==> src/rtl/maxpool2x2_stream.sv <==
// Streaming 2x2 stride-2 max pool; pooled pixel is registered on the edge that samples the window's last pixel.
// MAXPOOL_FUSED_RELU_EN: when defined, negative pooled results are clamped to zero.
module maxpool2x2_stream #(
   parameter int dataWidth = 16,
   parameter int imgWidth  = 28,
   parameter int imgHeight = 28
) (
   input  logic                 clk,
   input  logic                 rst_n,
   input  logic [dataWidth-1:0] x_i,
   input  logic                 inValid_i,
   output logic [dataWidth-1:0] out_o,
   output logic                 outValid_o,
   output logic                 frameDone_o
);

   localparam int HalfW = imgWidth / 2;
   localparam int ColW  = (imgWidth > 1) ? $clog2(imgWidth) : 1;
   localparam int RowW  = (imgHeight > 1) ? $clog2(imgHeight) : 1;
   localparam int BufW  = (HalfW > 1) ? $clog2(HalfW) : 1;

   logic [ColW-1:0]      col_q, col_d;
   logic [RowW-1:0]      row_q, row_d;
   logic [dataWidth-1:0] hold_q, hold_d;
   logic [dataWidth-1:0] out_q, out_d;
   logic                 outValid_q, outValid_d;
   logic                 frameDone_q, frameDone_d;

   logic [dataWidth-1:0] line_buf [HalfW];
   logic [BufW-1:0]      buf_idx;
   logic [dataWidth-1:0] pair_max;
   logic [dataWidth-1:0] win_max;
   logic [dataWidth-1:0] pool_res;
   logic                 col_last;
   logic                 row_last;

   assign buf_idx  = BufW'(col_q >> 1);
   assign col_last = (col_q == ColW'(imgWidth - 1));
   assign row_last = (row_q == RowW'(imgHeight - 1));
   assign pair_max = ($signed(hold_q) > $signed(x_i)) ? hold_q : x_i;
   assign win_max  = ($signed(pair_max) > $signed(line_buf[buf_idx])) ? pair_max : line_buf[buf_idx];

`ifdef MAXPOOL_FUSED_RELU_EN
   assign pool_res = win_max[dataWidth-1] ? '0 : win_max;
`else
   assign pool_res = win_max;
`endif

   always_comb begin
      col_d       = col_q;
      row_d       = row_q;
      hold_d      = hold_q;
      out_d       = out_q;
      outValid_d  = 1'b0;
      frameDone_d = 1'b0;
      if (inValid_i) begin
         if (!col_q[0]) begin
            hold_d = x_i;
         end else if (row_q[0]) begin
            out_d       = pool_res;
            outValid_d  = 1'b1;
            frameDone_d = col_last && row_last;
         end
         if (col_last) begin
            col_d = '0;
            row_d = row_last ? '0 : row_q + RowW'(1);
         end else begin
            col_d = col_q + ColW'(1);
         end
      end
   end

   always_ff @(posedge clk or negedge rst_n) begin
      if (!rst_n) begin
         col_q       <= '0;
         row_q       <= '0;
         hold_q      <= '0;
         out_q       <= '0;
         outValid_q  <= 1'b0;
         frameDone_q <= 1'b0;
      end else begin
         col_q       <= col_d;
         row_q       <= row_d;
         hold_q      <= hold_d;
         out_q       <= out_d;
         outValid_q  <= outValid_d;
         frameDone_q <= frameDone_d;
      end
   end

   // Every entry is rewritten in an even row before the odd row reads it, so no reset is needed.
   always_ff @(posedge clk) begin
      if (inValid_i && col_q[0] && !row_q[0]) begin
         line_buf[buf_idx] <= pair_max;
      end
   end

   assign out_o       = out_q;
   assign outValid_o  = outValid_q;
   assign frameDone_o = frameDone_q;

endmodule

==> config.mk <==
export PLATFORM = sky130hd
export DESIGN_NAME = maxpool2x2_stream
export DESIGN_NICKNAME = d
export VERILOG_FILES = /design/src/rtl/maxpool2x2_stream.sv
export SDC_FILE = /design/constraint.sdc
export NUM_CORES = 1
export LEC_CHECK = 0
export CAP_MARGIN = 10
export CORE_UTILIZATION = 45
export DETAILED_ROUTE_END_ITERATION = 8
export PLACE_DENSITY = 0.67
export SYNTH_ARGS = -nofsm -noshare
export SYNTH_HDL_FRONTEND = slang
export SYNTH_SLANG_ARGS = --single-unit
==> constraint.sdc <==
create_clock -name clk -period 6.79 [get_ports clk]
set_clock_uncertainty 0.2 [all_clocks]
set_input_delay 1.358 -clock clk [delete_from_list [all_inputs] [get_ports clk]]
set_output_delay 1.358 -clock clk [all_outputs]
set_load 0.005 [all_outputs]
### Word-level counts from Yosys, hierarchy flattened

Memories as Yosys holds them, arrays and structs flattened.
Cells that the tools add are included.

| operators by class | value |
|---|---|
| add/sub/neg operators | 2 |
| magnitude comparators | 2 |
| equal/unequal tests | 2 |
| muxes and demuxes | 12 |
| bitwise logic cells | 1 |
| reduce and logical (&&, ||, !) cells | 7 |

Operators with widths:

| operator | count |
|---|---|
| 16-bit greater-than comparator | 2 |
| 16-bit 2-to-1 mux | 2 |
| 5-bit by 1-bit adder with 5-bit output (second input constant) | 2 |
| 5-bit == test (second input constant) | 2 |
| 5-bit 2-to-1 mux | 2 |
| 1-bit 2-to-1 mux | 8 |
| 2-bit AND reduction | 2 |
| 1-bit logical AND | 3 |
| 3-bit AND reduction | 1 |
| 1-bit zero test | 1 |
| 1-bit NOT | 1 |

| word-level totals | value |
|---|---|
| register bits after elaboration | 44 |
| memory bits (writable) | 224 |
| bits of input ports | 19 |
| memories kept | 1 |

Memories:

| memory | words | bits a word | read ports | clocked after Yosys merged registers in | write ports | line | source |
|---|---|---|---|---|---|---|---|
| line_buf | 14 | 16 | 1 | 0 | 1 | 29 | `logic [dataWidth-1:0] line_buf [HalfW];` |

### Longest topological paths before layout

| logic depth | value |
|---|---|
| depth in word-level cells | 5 |
| mapped depth | 20 |
| gate-level depth less buffers | 17 |

### Worst setup path before layout

No wires, ideal clock.

| path | value |
|---|---|
| path type | input-to-reg |
| start point | input port x_i[11] |
| end point | register out_q[10] (netlist: out_o[10]) |
| library setup time | 0.066 ns |
| data arrival time | 5.404 ns |
| data required time | 6.524 ns |
| path slack | 1.120 ns |
| cell stages on the path | 20 |
| path buffers | 4 |
| cells stage by stage | inv_1 -> ha_1 -> a21oi_2 -> o21a_1 -> o2bb2ai_1 -> or4_1 -> a22o_1 -> buf_6 -> buf_12 -> mux2_2 -> ha_1 -> nand4_1 -> nor4_1 -> a21boi_1 -> nor4_2 -> or4b_1 -> buf_2 -> a21oi_4 -> buf_4 -> a221o_1 |

| between the ends | value |
|---|---|
| longest elaborated chain between the ends | 4 |

Ends and longest elaborated chain:

| item | line | source |
|---|---|---|
| from (decl) | 10 | `input logic [dataWidth-1:0] x_i,` |
| 16-bit greater-than comparator | 40 | `assign pair_max = ($signed(hold_q) > $signed(x_i)) ? hold_q : x_i;` |
| 16-bit 2-to-1 mux | 40 |  |
| named net pair_max[15] | 31 | `logic [dataWidth-1:0] pair_max;` |
| 16-bit greater-than comparator | 41 | `assign win_max = ($signed(pair_max) > $signed(line_buf[buf_idx])) ? pair_max : line_buf[buf_idx];` |
| 16-bit 2-to-1 mux | 41 |  |
| to (signal assigned) | 85 | `out_q <= out_d;` |
| to (decl) | 25 | `logic [dataWidth-1:0] out_q, out_d;` |

The timed path passes the listed nets, and every way through them passes these cells.
A chain may end at the register's enable or synchronous reset.

### Worst setup path in the final report

| path | value |
|---|---|
| start point | input port x_i[11] |
| end point | register out_q[9] (netlist: out_o[9]) |

Same word-level chain as after synthesis.

==> reports/summary.txt <==
Status: finished, final reports clean
Port bufs: 36
Post-Layout Cell Count: 1099
Top FF cell, synth: edfxtp_1
Final net count: 802
Via Count: 6330
CTS Buf Count: 27
Yosys warns: 0
Synth top area share: 58.4%
Seq cells post-synth: 268
Combinational power share: 32.7%
Setup CP Type: in -> reg
Hold Crit Class: reg -> reg
Gate Count Post-Synth: 700
WHS: 307 ps
Number of global-route vias before repair: 6538
Final setup violating endpoints: 0
# clock sinks: 268
Die area: 26200 sq um
Worst vdd ir: 0.000230 V
CTS tree: built
Largest net degree at the start of global routing: 53
Post-Syn Area: 11500 sq um
Clock-pin transition on the worst setup and hold timing paths: 60 ps
NetSw: 1.81 mW
First-pass GRT wire length: 38.1 mm
Unrepaired setup endpoints after global routing: no
Starting DRT DRC Count: 415
Final Cycle Share: 94.1%
Pins over their slew limit: 0
H-tree depth: 1
Max-cap violations: 0
Final std cell area, no fill: 13200 sq um
Clock Latency Late Sink: 520 ps
DRT antenna net count: 0
Gpl congestion: 0.883
Fin util: 52.5%
Fraction of registers with async set/reset: 16.4%
Area grow syn2layout: 14.4%
Post-DP Area: 12300 sq um
Internal power: 3.73 mW
Inst Count DP: 1050
Tmin final: 6390 ps
Static Leak: 4.67 nW
Pwr/cell area: 421 nW/um^2
Worst setup EP type: register
Total gr overflow: 0
DRT Pass-1 Iters: 5
Highest attainable clock frequency: 0.156 GHz
# diodes: 0
Clock power share: 25.6%
Sequential cell area fraction in the yosys report: 68.0%
Setup TNS: 0 ps
Via/cell ratio: 5.76
Required time worst endpoint: 7050 ps
Die H: 162 um
Initial antenna violation count: 0
Worst-Margin Slew: 1000 ps
Sequential power share: 41.7%
Share of layout cells above drive strength 1: 19.4%
Hold-fix buffer count after cts: 0
Netlist cell types: 50
Synth top area cells: edfxtp_1 (58%), mux4_2 (9.6%), dfrtp_1 (9.6%)
EDFF count, synth: 224
DRC: 0
Cell taking the most area after synthesis: edfxtp_1
CTS Buffer Depth: 3
Clock Tree Root: clkbuf_16
Die W: 162 um
Worst endpoint data arrival time: 6650 ps
WL per Instance: 22.1 um
Hold violation count in the final report: 0
WL final: 24.3 mm
Crit path launch type: input port
Total GRT Usage: 19.2%
Syn Area/Cell: 16.5 sq um
Sw Ratio: 32.7%
Crit Path Max Fanout: 16
Rows: 58
Nets in the synthesized netlist: 753
I/O Pins: 37
Dpl hpwl: 15.4 mm
Core box area: 25100 sq um
Initial Util: 45.9%
Slew HR: 32.6%
==> kinds of logic (layout without fill, tap and decap cells) <==
group	count (synthesis)	after routing	synth area share (%)
buf+inv	57	126	2.21
simple gates	128	128	5.30
flops	268	268	68.0
fa+ha+maj	34	34	3.69
compound gates	113	113	6.42
mux	100	100	14.4
==> per-stage QoR <==
step	power [mW]	worst slack [ps]
floorplan	3.59	1120
global placement	4.10	-50.6
detailed placement	4.17	-399
CTS	5.59	129
global route	5.84	51.1
finish	5.55	398
==> cells in the final DEF (no fill, tap or decap), types with 7 or more instances in the layout <==
master | netlist | final
a21oi_1 | 42 | 42
buf_4 | 1 | 21
a221o_1 | 11 | 11
clkbuf_16 | 0 | 29
nand3_1 | 11 | 11
mux2_2 | 16 | 16
a211oi_1 | 10 | 10
a21o_1 | 9 | 9
ha_1 | 34 | 34
nor2_1 | 50 | 50
o21ai_0 | 24 | 24
clkinv_2 | 0 | 7
clkdlybuf4s50_1 | 0 | 35
dfrtp_1 | 44 | 41
edfxtp_1 | 224 | 224
nand2_1 | 30 | 30
mux4_2 | 49 | 49
mux2i_1 | 30 | 30
inv_1 | 20 | 20
==> registers in the layout, summed over array words and instances, names as in the netlist <==
register     flops
line_buf       224
hold_q          16
out_o           16
col_q            5
row_q            5
frameDone_o      1
outValid_o       1
==> per-layer routing <==
layer / routed length, um / vias to the layer above / global-route usage (%) / share of wire (%)
met1: 10700 / 3254 / 26.5 / 44
met3: 1170 / 48 / 3.12 / 4.8
met4: 573 / 0 / 5.75 / 2.4
li1: - / 2865 / - / -
met2: 11900 / 163 / 31.5 / 49
met5: 0 / - / 0 / 0
==> worst paths after layout <==
kind | endpoint | slack [ps] | startpoint | cells after the start
max reg2reg | out_o[9]$_DFFE_PN0P_ | 1380 | hold_q[11]$_DFFE_PN0P_ | 15
min reg2reg | row_q[4]$_DFFE_PN0P_ | 310 | row_q[4]$_DFFE_PN0P_ | 2
min | row_q[4]$_DFFE_PN0P_ | 310 | row_q[4]$_DFFE_PN0P_ | 2
max in group asynchronous | col_q[1]$_DFFE_PN0P_ | 4870 | rst_n | 1
min in group asynchronous | row_q[3]$_DFFE_PN0P_ | 800 | rst_n | 1
max | out_o[9]$_DFFE_PN0P_ | 400 | x_i[11] | 17
==> worst max-delay path, stage by stage <==
cell and delay, ps:
clkdlybuf4s50_1 490, inv_1 60, ha_1 340, nand4_1 180, nor4_1 380, a21boi_2 250
or4_1 120, a22o_2 420, mux2_2 530, ha_1 400, nand4_1 160, nor4_1 90
a21boi_1 140, nor4_2 380, or4b_1 640, a21oi_4 460, a221o_1 230
==> synthesized netlist by cell type (all sizes together), types with 2 or more instances <==
cell type,instances
edfxtp,224
nor2,50
mux4,49
a21oi,44
dfrtp,44
ha,34
mux2i,30
nand2,30
o21ai,24
mux2,21
clkbuf,20
inv,20
buf,17
a221o,11
nand3,11
a211oi,10
a21o,9
nor3,7
a32o,5
nand2b,5
nor3b,5
nand4,4
and4,3
nor2b,3
nor4,3
a21boi,2
nand3b,2
==> timing repair <==
item                                    CTS  global route
setup buffers                             0             0
resized for setup                         0             1
endpoints found under the setup margin    0            16
==> cell type report <==
class,instances,area (sq um)
Multi-Input combinational cell,375,3480
Inverter,20,75.1
Clock buffer,36,772
Clock inverter,13,88.8
Fill cell,2077,11900
Tap cell,330,413
Timing Repair Buffer,57,513
Sequential cell,268,7830
==> power by group through the flow <==
stage / logic, mW / registers, mW / clock network, mW
global route: 1.99 / 2.34 / 1.50
global placement: 1.75 / 2.35 / 0
floorplan: 1.40 / 2.19 / 0
detailed placement: 1.81 / 2.35 / 0
finish: 1.81 / 2.31 / 1.42
CTS: 1.82 / 2.32 / 1.45
No activity file was read; power rests on OpenSTA's default activity.
